**src/rtl/qed_i_cache_pkg.sv**
```systemverilog
// Shared QED definitions: instruction width, the NOP filler word and the phase encoding.
package qed_i_cache_pkg;
  localparam int INSTR_W = 32;
  localparam logic [INSTR_W-1:0] QED_NOP = 32'h00000013;

  typedef enum logic {
    MODE_ORIG = 1'b0,
    MODE_DUP  = 1'b1
  } qed_mode_e;
endpackage

```
**src/rtl/qed_i_cache_if.sv**
```systemverilog
// Fetch-side inputs and decoder-side outputs of the QED instruction replay buffer.
interface qed_i_cache_if #(parameter int DEPTH = 16);
  import qed_i_cache_pkg::*;
  localparam int CW = $clog2(DEPTH) + 1;

  logic               ena;
  logic               exec_dup;
  logic               stall;
  logic               ifu_vld;
  logic [INSTR_W-1:0] ifu_qed_instruction;
  logic [INSTR_W-1:0] qic_qimux_instruction;
  logic               qic_vld_out;
  logic               qic_empty;
  logic               qic_full;
  logic [CW-1:0]      qic_count;
  logic               qic_overflow;

  modport master (
    output ena, exec_dup, stall, ifu_vld, ifu_qed_instruction,
    input  qic_qimux_instruction, qic_vld_out, qic_empty, qic_full, qic_count, qic_overflow
  );
  modport slave (
    input  ena, exec_dup, stall, ifu_vld, ifu_qed_instruction,
    output qic_qimux_instruction, qic_vld_out, qic_empty, qic_full, qic_count, qic_overflow
  );
endinterface

```
**src/rtl/qed_i_cache_fifo.sv**
```systemverilog
// Generic synchronous FIFO with registered count/flags and a synchronous flush.
module qed_sync_fifo #(
  parameter int WIDTH = 32,
  parameter int DEPTH = 16
) (
  input  logic                       clk,
  input  logic                       rst_n,
  input  logic                       flush,
  input  logic                       push,
  input  logic                       pop,
  input  logic [WIDTH-1:0]           din,
  output logic [WIDTH-1:0]           dout,
  output logic                       full,
  output logic                       empty,
  output logic [$clog2(DEPTH):0]     count
);
  localparam int AW = $clog2(DEPTH);
  localparam int CW = AW + 1;
  localparam logic [CW-1:0] FULL_CNT = CW'(DEPTH);

  logic [WIDTH-1:0] mem [DEPTH];
  logic [AW-1:0]    wr_ptr, rd_ptr;
  logic [CW-1:0]    cnt_nxt;
  logic             do_push, do_pop;

  // Push has precedence only nominally; callers never assert both.
  assign do_push = push && !full;
  assign do_pop  = pop && !empty && !push;
  assign dout    = mem[rd_ptr];

  always_comb begin
    cnt_nxt = count;
    if (flush)        cnt_nxt = '0;
    else if (do_push) cnt_nxt = count + CW'(1);
    else if (do_pop)  cnt_nxt = count - CW'(1);
  end

  always_ff @(posedge clk) begin
    if (!rst_n || flush) begin
      wr_ptr <= '0;
      rd_ptr <= '0;
    end else begin
      if (do_push) wr_ptr <= wr_ptr + AW'(1);
      if (do_pop)  rd_ptr <= rd_ptr + AW'(1);
    end
  end

  always_ff @(posedge clk) begin
    if (!rst_n) begin
      count <= '0;
      full  <= 1'b0;
      empty <= 1'b1;
    end else begin
      count <= cnt_nxt;
      full  <= (cnt_nxt == FULL_CNT);
      empty <= (cnt_nxt == '0);
    end
  end

  always_ff @(posedge clk) begin
    if (do_push && !flush) mem[wr_ptr] <= din;
  end
endmodule

```
**src/rtl/qed_i_cache.sv**
```systemverilog
// QED replay buffer: forwards and records original-phase fetches, replays them in duplicate phase.
module qed_i_cache
  import qed_i_cache_pkg::*;
#(
  parameter int DEPTH = 16,
  parameter logic [INSTR_W-1:0] NOP = QED_NOP
) (
  input  logic clk,
  input  logic rst_n,
  qed_i_cache_if.slave bus
);
  logic [INSTR_W-1:0] fifo_dout;
  logic               push, pop, flush;
  qed_mode_e          mode;

  assign mode  = qed_mode_e'(bus.exec_dup);
  assign flush = !bus.stall && !bus.ena;
  assign push  = !bus.stall && bus.ena && (mode == MODE_ORIG) && bus.ifu_vld;
  assign pop   = !bus.stall && bus.ena && (mode == MODE_DUP);

  qed_sync_fifo #(.WIDTH(INSTR_W), .DEPTH(DEPTH)) u_fifo (
    .clk   (clk),
    .rst_n (rst_n),
    .flush (flush),
    .push  (push),
    .pop   (pop),
    .din   (bus.ifu_qed_instruction),
    .dout  (fifo_dout),
    .full  (bus.qic_full),
    .empty (bus.qic_empty),
    .count (bus.qic_count)
  );

  always_ff @(posedge clk) begin
    if (!rst_n) begin
      bus.qic_qimux_instruction <= NOP;
      bus.qic_vld_out           <= 1'b0;
      bus.qic_overflow          <= 1'b0;
    end else if (!bus.stall) begin
      if (!bus.ena || mode == MODE_ORIG) begin
        bus.qic_qimux_instruction <= bus.ifu_vld ? bus.ifu_qed_instruction : NOP;
        bus.qic_vld_out           <= bus.ifu_vld;
        // Dropped push: the word still reaches the decoder but is lost for replay.
        if (bus.ena && bus.ifu_vld && bus.qic_full) bus.qic_overflow <= 1'b1;
      end else begin
        bus.qic_qimux_instruction <= bus.qic_empty ? NOP : fifo_dout;
        bus.qic_vld_out           <= !bus.qic_empty;
      end
    end
  end
endmodule

```
**src/flat_wrapper.sv**
```systemverilog
// flat-port wrapper written by rule: the top's interface ports become plain ports
module qed_i_cache_flat import qed_i_cache_pkg::*;
#(
  parameter int DEPTH = 16,
  parameter logic [INSTR_W-1:0] NOP = QED_NOP
)
  (clk, rst_n, bus_ena, bus_exec_dup, bus_stall, bus_ifu_vld, bus_ifu_qed_instruction, bus_qic_qimux_instruction, bus_qic_vld_out, bus_qic_empty, bus_qic_full, bus_qic_count, bus_qic_overflow);
  qed_i_cache_if #(.DEPTH(DEPTH)) bus_i ();
  input  logic clk;
  input  logic rst_n;
  input wire logic [$bits(bus_i.ena)-1:0] bus_ena;
  input wire logic [$bits(bus_i.exec_dup)-1:0] bus_exec_dup;
  input wire logic [$bits(bus_i.stall)-1:0] bus_stall;
  input wire logic [$bits(bus_i.ifu_vld)-1:0] bus_ifu_vld;
  input wire logic [$bits(bus_i.ifu_qed_instruction)-1:0] bus_ifu_qed_instruction;
  output wire logic [$bits(bus_i.qic_qimux_instruction)-1:0] bus_qic_qimux_instruction;
  output wire logic [$bits(bus_i.qic_vld_out)-1:0] bus_qic_vld_out;
  output wire logic [$bits(bus_i.qic_empty)-1:0] bus_qic_empty;
  output wire logic [$bits(bus_i.qic_full)-1:0] bus_qic_full;
  output wire logic [$bits(bus_i.qic_count)-1:0] bus_qic_count;
  output wire logic [$bits(bus_i.qic_overflow)-1:0] bus_qic_overflow;
  assign bus_i.ena = bus_ena;
  assign bus_i.exec_dup = bus_exec_dup;
  assign bus_i.stall = bus_stall;
  assign bus_i.ifu_vld = bus_ifu_vld;
  assign bus_i.ifu_qed_instruction = bus_ifu_qed_instruction;
  assign bus_qic_qimux_instruction = bus_i.qic_qimux_instruction;
  assign bus_qic_vld_out = bus_i.qic_vld_out;
  assign bus_qic_empty = bus_i.qic_empty;
  assign bus_qic_full = bus_i.qic_full;
  assign bus_qic_count = bus_i.qic_count;
  assign bus_qic_overflow = bus_i.qic_overflow;
  qed_i_cache #(.DEPTH(DEPTH), .NOP(NOP)) u_core (.clk(clk), .rst_n(rst_n), .bus(bus_i));
endmodule
```
**config.mk**
```make
export PLATFORM = sky130hd
export DESIGN_NAME = qed_i_cache_flat
export DESIGN_NICKNAME = d
export VERILOG_FILES = /design/src/rtl/qed_i_cache_pkg.sv /design/src/rtl/qed_i_cache_if.sv /design/src/rtl/qed_i_cache_fifo.sv /design/src/rtl/qed_i_cache.sv /design/src/flat_wrapper.sv
export SDC_FILE = /design/constraint.sdc
export NUM_CORES = 1
export LEC_CHECK = 0
export BUFFER_PORTS_ARGS = -buffer_cell sky130_fd_sc_hd__buf_2
export CAP_MARGIN = 10
export CORE_UTILIZATION = 50
export CTS_CLUSTER_SIZE = 16
export DETAILED_ROUTE_END_ITERATION = 16
export GPL_TIMING_DRIVEN = 0
export PLACE_DENSITY_LB_ADDON = 0.12
export SLEW_MARGIN = 0
export SYNTH_ARGS = -nofsm -noshare
export SYNTH_HDL_FRONTEND = slang
export SYNTH_SLANG_ARGS = --single-unit
```
**constraint.sdc**
```tcl
create_clock -name clk -period 5.4 [get_ports clk]
set_input_delay 0.81 -clock clk [delete_from_list [all_inputs] [get_ports clk]]
set_output_delay 0.81 -clock clk [all_outputs]
set_load 0.005 [all_outputs]
```
==> results.py <==
metrics = {
    "placed_design": {
        "dp_hpwl_um": 33900,
        "dp_slack_ns": 2.02,
        "placed_cell_area_sq_mm": 0.0236,
        "place_inst": 1847,
        "port_buffers": 78,
        "place_congestion": 0.767,
    },
    "timing": {
        "rsz0062_at_grt": "no",
        "setup_viol_count_final": 0,
        "post-route-period-util_pct": 51.0,
        "hold_viol_final": 0,
        "finClkSkew_ns": 0.0142,
        "final.setup.worst_slack_ns": 2.65,
        "tightest_slew_ns": 1.12,
        "maxSlewViolCount": 0,
        "fmax_ghz": 0.363,
        "setup_tns_ns": 0,
        "slew_headroom_pct": 25.1,
        "period_needed_ns": 2.75,
    },
    "floorplan": {
        "initial_core_util_pct": 50.6,
        "core_sq_mm": 0.0431,
        "pin_count": 79,
        "die_w_um": 211,
        "die_h_um": 211,
        "die_area_sq_mm": 0.0444,
        "row_count": 76,
    },
    "setup_path": {
        "r2r-start": "u_core.u_fifo.full",
        "cp.required_ns": 5.71,
        "r2r_end": "u_core.u_fifo.mem[2][13]",
        "worstPathMaxFanout": 10,
        "r2r_slack_ns": 2.82,
        "cp-start-kind": "input pin",
        "end_kind": "flop",
        "crit_arrival_ns": 3.06,
        "ff2ff_path_depth": 7,
        "path_class": "input pin to flop",
    },
    "logic_synthesis": {
        "ys_seq_area_share_pct": 75.4,
        "synth-edff-count": 512,
        "synth_area_leader_cell": "edfxtp_1",
        "syn_inst": 1152,
        "async_reset_ff_share_pct": 0,
        "netlist_area_sq_mm": 0.0218,
        "synth.avg_cell_area_sq_um": 18.9,
        "synth_area_leaders": "edfxtp_1 71%, mux4_2 7.2%, mux2i_1 5.8%",
        "synthesis.nets": 1197,
        "ys_types": 40,
        "synth_top_area_share_pct": 70.5,
        "synth-seq-cells": 565,
        "ys_warn_count": 0,
        "ys.flop_type": "edfxtp_1",
    },
    "detailed_routing": {
        "routed_wl_um": 55000,
        "highest-signal-layer": "met4",
        "met1_length_um": 23100,
        "wl_met3_um": 3890,
        "drt-initial-drc-count": 1330,
        "dr.pass1.iters": 5,
        "wl_met2_um": 26700,
        "final_antenna_net_count": 0,
        "vias": 11600,
        "drc_errors": 0,
        "viasPerCell": 5.94,
        "wl_per_cell_um": 28.2,
    },
    "final_layout": {
        "final_cell_mix": "512 x edfxtp_1, 126 x mux2i_1, 103 x buf_2",
        "fin_cells": 1953,
        "fillers": 3188,
        "final_common_cell": "edfxtp_1",
        "drive_gt1_share_pct": 26.1,
        "nets": 1365,
        "synthToLayoutAreaGrowth_pct": 16.8,
        "n_antenna_cell": 0,
        "final_area_sq_mm": 0.0255,
    },
    "global_route": {
        "grt_pass1_wl_um": 79300,
        "gr-total-overflow": 0,
        "grt_pass1_vias": 11600,
        "antenna_found_initial": 1,
        "grt_max_degree": 21,
        "grt_usage_pct": 25.4,
    },
    "clock_tree": {
        "clkTransAtPathRegs_ns": 0.06,
        "cts-root-buf": "clkbuf_16",
        "cts_max_path_buffers": 3,
        "cts_max_level": 2,
        "clkLatencyLatePin_ns": 0.61,
        "postCtsSetupRepairBufs": 0,
        "cts_made_buffers": 56,
        "post_cts_resize_count": 0,
        "holdBufCountCts": 0,
        "cts_tree": "built",
        "clock-sinks": 565,
    },
    "power": {
        "power_density_mw_per_mm2": 351,
        "vdd_drop_max_mv": 0.229,
        "p_leak_nw": 8.01,
    },
    "worst_hold_path": {
        "hold_path_depth": 2,
        "min-delay-path-class": "flop to flop",
        "min_from": "u_core.bus.qic_qimux_instruction[0]",
        "hold_end": "u_core.bus.qic_qimux_instruction[0]",
    },
    "run_status": {
        "status": "finished clean",
    },
    "flow_run": {
        "drv_cap": 0,
    },
}
-- layout make-up --
cell class / count / area, sq um / share of cell area (%)
buffer: 72 / 398 / 1.56
multi-input combinational: 507 / 5050 / 19.8
clock buffer: 78 / 1620 / 6.35
inverter: 8 / 30.0 / 0.118
timing repair buffer: 110 / 935 / 3.67
sequential: 565 / 16400 / 64.5
tap: 585 / 732 / 2.87
clock inverter: 28 / 270 / 1.06
-- through the flow --
stage	utilization, %	total power (W)	hold WS [ns]
finish	59.1	0.00893	0.473
global route	59.1	0.00915	0.497
CTS	59.1	0.00898	0.479
detailed placement	54.7	0.00507	0.459
global placement	53.2	0.00506	0.456
floorplan	-	0.00495	0.468
-- cell usage after synthesis (all sizes together), types with 3 or more instances --
cell type	n
a221oi	3
a22oi	59
a31oi	30
a32oi	29
and2	3
buf	43
clkbuf	29
dfxtp	53
edfxtp	512
ha	7
inv	8
mux2	29
mux2i	126
mux4	70
nand2	46
nand3	5
nand4	3
nor2	28
nor2b	3
nor3	8
o21ai	32
xnor2	3
xor2	5
-- routing by layer --
metal	track usage, %	vias to the layer above
li1	-	5036
met1	35.8	6007
met2	40.9	460
met3	3.85	92
met4	7.90	0
met5	0	-
-- worst max-delay path by stage --
| stage | start | to | depth (start not counted) |
|---|---|---|---|
| 5_1_grt | bus_stall | u_core.u_fifo.mem[2][13] | 9 |
| 6_report | bus_stall | u_core.u_fifo.mem[2][13] | 9 |
| 4_1_cts | bus_stall | u_core.u_fifo.mem[2][13] | 9 |
| 3_3_place_gp | bus_stall | u_core.u_fifo.mem[0][7] | 6 |
| 2_1_floorplan | bus_stall | u_core.u_fifo.mem[3][0] | 5 |
| 3_5_place_dp | bus_stall | u_core.u_fifo.mem[2][7] | 9 |
-- report_power, final --
| group | switching (W) | internal, W |
|---|---|---|
| Sequential | 0.0000123 | 0.00478 |
| Combinational | 0.000132 | 0.0000525 |
| Clock | 0.00162 | 0.00233 |
-- worst max-delay path, cell delays in order --
cell and delay, ns:
buf_2 0.11, and2b_1 0.25, and4bb_2 0.25, buf_2 0.21, nand2_1 0.23, nor3_2 0.55, buf_6 0.27, buf_6 0.20
buf_8 0.16
-- cells by family after synthesis --
kind of cell    after synthesis  share of synthesized area (%)
compound gates              160                           5.14
xor+xnor                      8                          0.321
fa+ha+maj                     7                          0.402
buf+inv                      80                           1.96
flops                       565                           75.4
mux                         225                           14.5
simple gates                107                           2.28
-- sequential cells by signal (all words and copies together) (netlist names), named ones only --
name,cells
u_core.u_fifo.mem,512
u_core.bus.qic_qimux_instruction,32
u_core.u_fifo.count,5
u_core.u_fifo.rd_ptr,4
u_core.u_fifo.wr_ptr,4
u_core.bus.qic_overflow,1
u_core.bus.qic_vld_out,1
u_core.u_fifo.empty,1
u_core.u_fifo.full,1
Note: power is estimated with default switching activity, not from simulation.
